File: config.mk
export PLATFORM = sky130hd
export DESIGN_NAME = serial_summator
export DESIGN_NICKNAME = d
export VERILOG_FILES = /design/src/rtl/serial_summator.sv
export SDC_FILE = /design/constraint.sdc
export NUM_CORES = 1
export LEC_CHECK = 0
export ABC_AREA = 0
export BUFFER_PORTS_ARGS = -buffer_cell sky130_fd_sc_hd__buf_4
export CAP_MARGIN = 15
export CORE_MARGIN = 2
export CORE_UTILIZATION = 40
export CTS_BUF_LIST = sky130_fd_sc_hd__clkbuf_4 sky130_fd_sc_hd__clkbuf_8
export CTS_CLUSTER_SIZE = 16
export DETAILED_ROUTE_END_ITERATION = 10
export GPL_TIMING_DRIVEN = 0
export PLACE_DENSITY_LB_ADDON = 0.15
export SETUP_SLACK_MARGIN = 0.2
export SYNTH_ARGS = -nofsm -noshare
export SYNTH_HDL_FRONTEND = slang
export SYNTH_SLANG_ARGS = --single-unit
File: constraint.sdc
create_clock -name clk -period 1.7 [get_ports clk]
set_input_delay 0.085 -clock clk [delete_from_list [all_inputs] [get_ports clk]]
set_output_delay 0.085 -clock clk [all_outputs]
set_load 0.02 [all_outputs]
File: src/rtl/serial_summator.sv
// Bit-serial adder/subtractor: LSB-first through one full adder and a carry flop.
// Define SERIAL_SUMMATOR_OVF_EN to build the signed-overflow flag.
module serial_summator #(
  parameter int unsigned WIDTH = 3
) (
  input  logic             clk,
  input  logic             rst_n,
  input  logic             start,
  input  logic             sub,
  input  logic [WIDTH-1:0] a,
  input  logic [WIDTH-1:0] b,
  output logic             busy,
  output logic             done,
  output logic [WIDTH:0]   summa,
  output logic             ovf
);

  localparam int unsigned CW = (WIDTH > 1) ? $clog2(WIDTH) : 1;
  localparam logic [CW-1:0] CNT_LAST = CW'(WIDTH - 1);

  typedef enum logic [1:0] {
    S_IDLE,
    S_SHIFT,
    S_DONE
  } state_e;

  state_e           state_q, state_d;
  logic [WIDTH-1:0] a_sh_q, a_sh_d;
  logic [WIDTH-1:0] b_sh_q, b_sh_d;
  logic [WIDTH-1:0] res_q, res_d;
  logic [WIDTH:0]   summa_q, summa_d;
  logic [CW-1:0]    cnt_q, cnt_d;
  logic             carry_q, carry_d;
  logic             sub_q, sub_d;
  logic             s_bit;
  logic             cout;

  assign s_bit = a_sh_q[0] ^ b_sh_q[0] ^ carry_q;
  assign cout  = (a_sh_q[0] & b_sh_q[0]) | (a_sh_q[0] & carry_q) | (b_sh_q[0] & carry_q);

  always_comb begin
    state_d = state_q;
    a_sh_d  = a_sh_q;
    b_sh_d  = b_sh_q;
    res_d   = res_q;
    summa_d = summa_q;
    cnt_d   = cnt_q;
    carry_d = carry_q;
    sub_d   = sub_q;
    case (state_q)
      S_IDLE, S_DONE: begin
        if (start) begin
          state_d = S_SHIFT;
          a_sh_d  = a;
          b_sh_d  = sub ? ~b : b;
          carry_d = sub;
          sub_d   = sub;
          cnt_d   = '0;
          res_d   = '0;
        end else begin
          state_d = S_IDLE;
        end
      end
      S_SHIFT: begin
        a_sh_d  = a_sh_q >> 1;
        b_sh_d  = b_sh_q >> 1;
        res_d   = {s_bit, res_q[WIDTH-1:1]};
        carry_d = cout;
        cnt_d   = cnt_q + CW'(1);
        if (cnt_q == CNT_LAST) begin
          // Top bit is the carry for add, the borrow (inverted carry) for sub.
          summa_d = {cout ^ sub_q, s_bit, res_q[WIDTH-1:1]};
          state_d = S_DONE;
        end
      end
      default: state_d = S_IDLE;
    endcase
  end

  always_ff @(posedge clk or negedge rst_n) begin
    if (!rst_n) begin
      state_q <= S_IDLE;
      a_sh_q  <= '0;
      b_sh_q  <= '0;
      res_q   <= '0;
      summa_q <= '0;
      cnt_q   <= '0;
      carry_q <= 1'b0;
      sub_q   <= 1'b0;
    end else begin
      state_q <= state_d;
      a_sh_q  <= a_sh_d;
      b_sh_q  <= b_sh_d;
      res_q   <= res_d;
      summa_q <= summa_d;
      cnt_q   <= cnt_d;
      carry_q <= carry_d;
      sub_q   <= sub_d;
    end
  end

`ifdef SERIAL_SUMMATOR_OVF_EN
  logic cin_msb;
  logic ovf_q, ovf_d;

  // On the final shift edge carry_q is exactly the carry into the MSB.
  assign cin_msb = carry_q;

  always_comb begin
    ovf_d = ovf_q;
    if (state_q == S_SHIFT && cnt_q == CNT_LAST) begin
      ovf_d = cout ^ cin_msb;
    end
  end

  always_ff @(posedge clk or negedge rst_n) begin
    if (!rst_n) begin
      ovf_q <= 1'b0;
    end else begin
      ovf_q <= ovf_d;
    end
  end

  assign ovf = ovf_q;
`else
  assign ovf = 1'b0;
`endif

  assign busy  = (state_q == S_SHIFT);
  assign done  = (state_q == S_DONE);
  assign summa = summa_q;

endmodule

==> flow_summary_export.csv <==
group,metric,value,unit
power_and_ir_drop,p_total,1770,µW
timing,worst_slack,383,ps
power_and_ir_drop,p_int,1130,µW
yosys,synth_compound_area_frac,0.144,
yosys,ys_seq_elements,18,
setup_path,start_kind,"flip-flop",
cts,cts_root_buffer,"clkbuf_4",
power_and_ir_drop,power_frac_seq,0.422,
grt,grt_pass1_wl,2110,µm
cts,cts_sinks,18,
setup_path,crit_buf_inv,2,
placed_design,post_dp_cell_area,916,µm²
setup_path,cp.arrival,1230,ps
setup_path,critPathKind,"flip-flop to output port",
layout,final_net_count,96,
grt,grt_antenna_before_repair,0,
layout,layout_commonest_cell,"dfrtp_1",
detailed_routing,wl,1260,µm
setup_path,slowest_stage,"dfrtp_1",
yosys,synthesis.nets,73,
timing,drv_slew,0,
timing,fmax,0.759,GHz
power_and_ir_drop,pwr-share-clk,0.149,
timing,finClkSkew,6.34,ps
layout,fill_cells,178,
power_and_ir_drop,leakage,0.000480,µW
yosys,syn_avg_cell_area,12.7,µm²
cts,clock_latency,300,ps
yosys,synth-simple-area-share,0.109,
cts,cts_resized,0,
detailed_routing,ant_nets,0,
timing,whs,0.908,ps
yosys,syn-instance-count,61,
detailed_routing,wire_per_inst,11.7,µm
floorplanning,coreArea,0.00176,mm²
layout,insertedDiodeCount,0,
floorplanning,dieArea,0.00230,mm²
setup_path,path_cells,"nand2b_2, inv_4, buf_4",
timing,rsz0062_at_grt,"false",
power_and_ir_drop,peakVddDrop,0.000966,V
placed_design,gp_congestion,0.693,
setup_path,crit_path_max_incr_delay,400,ps
power_and_ir_drop,comb_power_share,0.428,
detailed_routing,route.detailed.drc,0,
grt,grt_max_degree,19,
hold_path,min_path_type,"input port to flip-flop",
layout,areaGrowthSynthToFinish,27.2,%
power_and_ir_drop,power_density,1800,mW/mm²
layout,drive_gt1_frac,0.325,
floorplanning,die_w,47.9,µm
job,cap_viol_max_count,0,
cts,cts_buffers,3,
grt,grt_overflow_total,0,
setup_path,cp_top_family,"flip-flops",
floorplanning,die_height,47.9,µm
cts,clock_path_buffers,2,
timing,setup_tns,0,ps
timing,hold_viol,0,
yosys,synth.area.mux_share,0.0438,
layout,final_area,982,µm²
floorplanning,io_pins,17,
setup_path,crit_path_max_fanout,9,
yosys,synth-xor-area-share,0.0454,
yosys,seq_area_frac_synth,0.583,
status,status,"complete, no violations",
setup_path,cp_data_required_time,1620,ps
floorplanning,rows,15,
timing,finalCritPeriodShare,0.775,
setup_path,end_kind,"output port",
timing,finalSetupViolations,0,
yosys,netlist_area,772,µm²
floorplanning,start_util,0.438,
yosys,synth_top_family_by_area,"compound AO/OA/AOI/OAI gates",
yosys,yosysWarnings,0,
detailed_routing,drt_iter0_drc,13,
yosys,ys_types,26,
detailed_routing,vias,541,
timing,post-route-min-period,1320,ps
placed_design,io_buffers,15,
grt,grt_pass1_vias,463,
cts,clkTransAtPathRegs,100,ps
yosys,synthAdderAreaFrac,0.0421,
detailed_routing,drt_first_pass_iters,4,
power_and_ir_drop,switching_share,0.364,
cts,cts_tree,"done",
detailed_routing,viasPerCell,5.01,
grt,grt.total_usage,0.138,
cts,htreeDepth,1,
placed_design,dp_hpwl,940,µm
power_and_ir_drop,p_switching,644,µW
layout,final_cell_mix,"dfrtp_1 (18), buf_4 (16), a22o_1 (4)",
placed_design,pre_cts_ws,393,ps
power by group through the flow:
stage,sequential [µW],clock [µW],combinational [µW]
floorplan,786,0,501
global placement,753,0,762
detailed placement,759,0,773
CTS,750,271,780
global route,775,286,855
finish,747,265,759
worst reg2reg max path, cell delays in order, from the launching register on:
cell and delay (ps):
dfrtp_1 420, fa_1 460, a221o_1 320
logic make-up after synthesis:
group           after synthesis
mux                           3
compound gates               14
fa+ha+maj                     2
buf+inv                       4
flops                        18
other cells                   1
xor+xnor                      4
simple gates                 15
final timing paths:
check / startpoint / to / slack [ps] / depth (start not counted)
min in group asynchronous: rst_n / summa[1] / 180 / 2
max in group asynchronous: rst_n / cnt_q[0] / 1330 / 2
min reg2reg: cnt_q[0] / cnt_q[0] / 500 / 1
max reg2reg: a_sh_q[0] / carry_q / 400 / 2
max: state_q[1] / busy / 380 / 3
min: a[0] / a_sh_q[0] / 0.9 / 3
layer usage:
metal,share of wire,up-vias,GRT usage
li1,-,262,-
met1,0.48,257,0.193
met2,0.44,17,0.189
met3,0.052,5,0.0377
met4,0.027,0,0.0811
met5,0,-,0
sequential cells by signal, summed over array words and instances, names as in the netlist:
name and cells:
carry_q 1, a_sh_q 3, sub_q 1, summa 4
cnt_q 2, res_q 2, b_sh_q 3, state_q 2
final cells by class:
type | count | area (µm²) | area share
multi-input combinational | 39 | 300 | 0.306
buffer | 1 | 7.51 | 0.00764
sequential | 18 | 450 | 0.459
timing repair buffer | 18 | 143 | 0.145
tap | 25 | 31.3 | 0.0318
inverter | 3 | 13.8 | 0.0140
clock buffer | 4 | 36.3 | 0.0369
timing repair:
item | CTS | global route
setup endpoints to repair | 0 | 0
hold endpoints to repair | 20 | 0
setup buffers | 0 | 0
hold buffers | 3 | 0
synthesized netlist by cell type:
cell        n  area [µm²]
a21o_1      1        7.51
a221o_1     3        30.0
a22o_1      4        35.0
a22oi_1     2        15.0
and2_1      1        6.26
buf_4       1        7.51
conb_1      1        3.75
dfrtp_1    18         450
fa_1        1        20.0
ha_1        1        12.5
inv_1       2        7.51
inv_4       1        6.26
mux2_2      3        33.8
nand2_1     3        11.3
nand2b_1    1        6.26
nand2b_2    1        8.76
nand3_1     3        15.0
nand3b_1    1        7.51
nor2_1      2        7.51
nor2_2      1        6.26
nor2b_1     1        6.26
nor2b_2     1        8.76
o21ai_0     3        15.0
o2bb2ai_1   1        8.76
xnor2_1     3        26.3
xor2_1      1        8.76
through the flow:
| step | utilization | std cells |
|---|---|---|
| CTS | 0.557 | 108 |
| floorplan | - | 61 |
| finish | 0.557 | 108 |
| global route | 0.557 | 108 |
| global placement | 0.519 | 101 |
| detailed placement | 0.519 | 101 |
No activity file was read; power rests on OpenSTA's default activity.
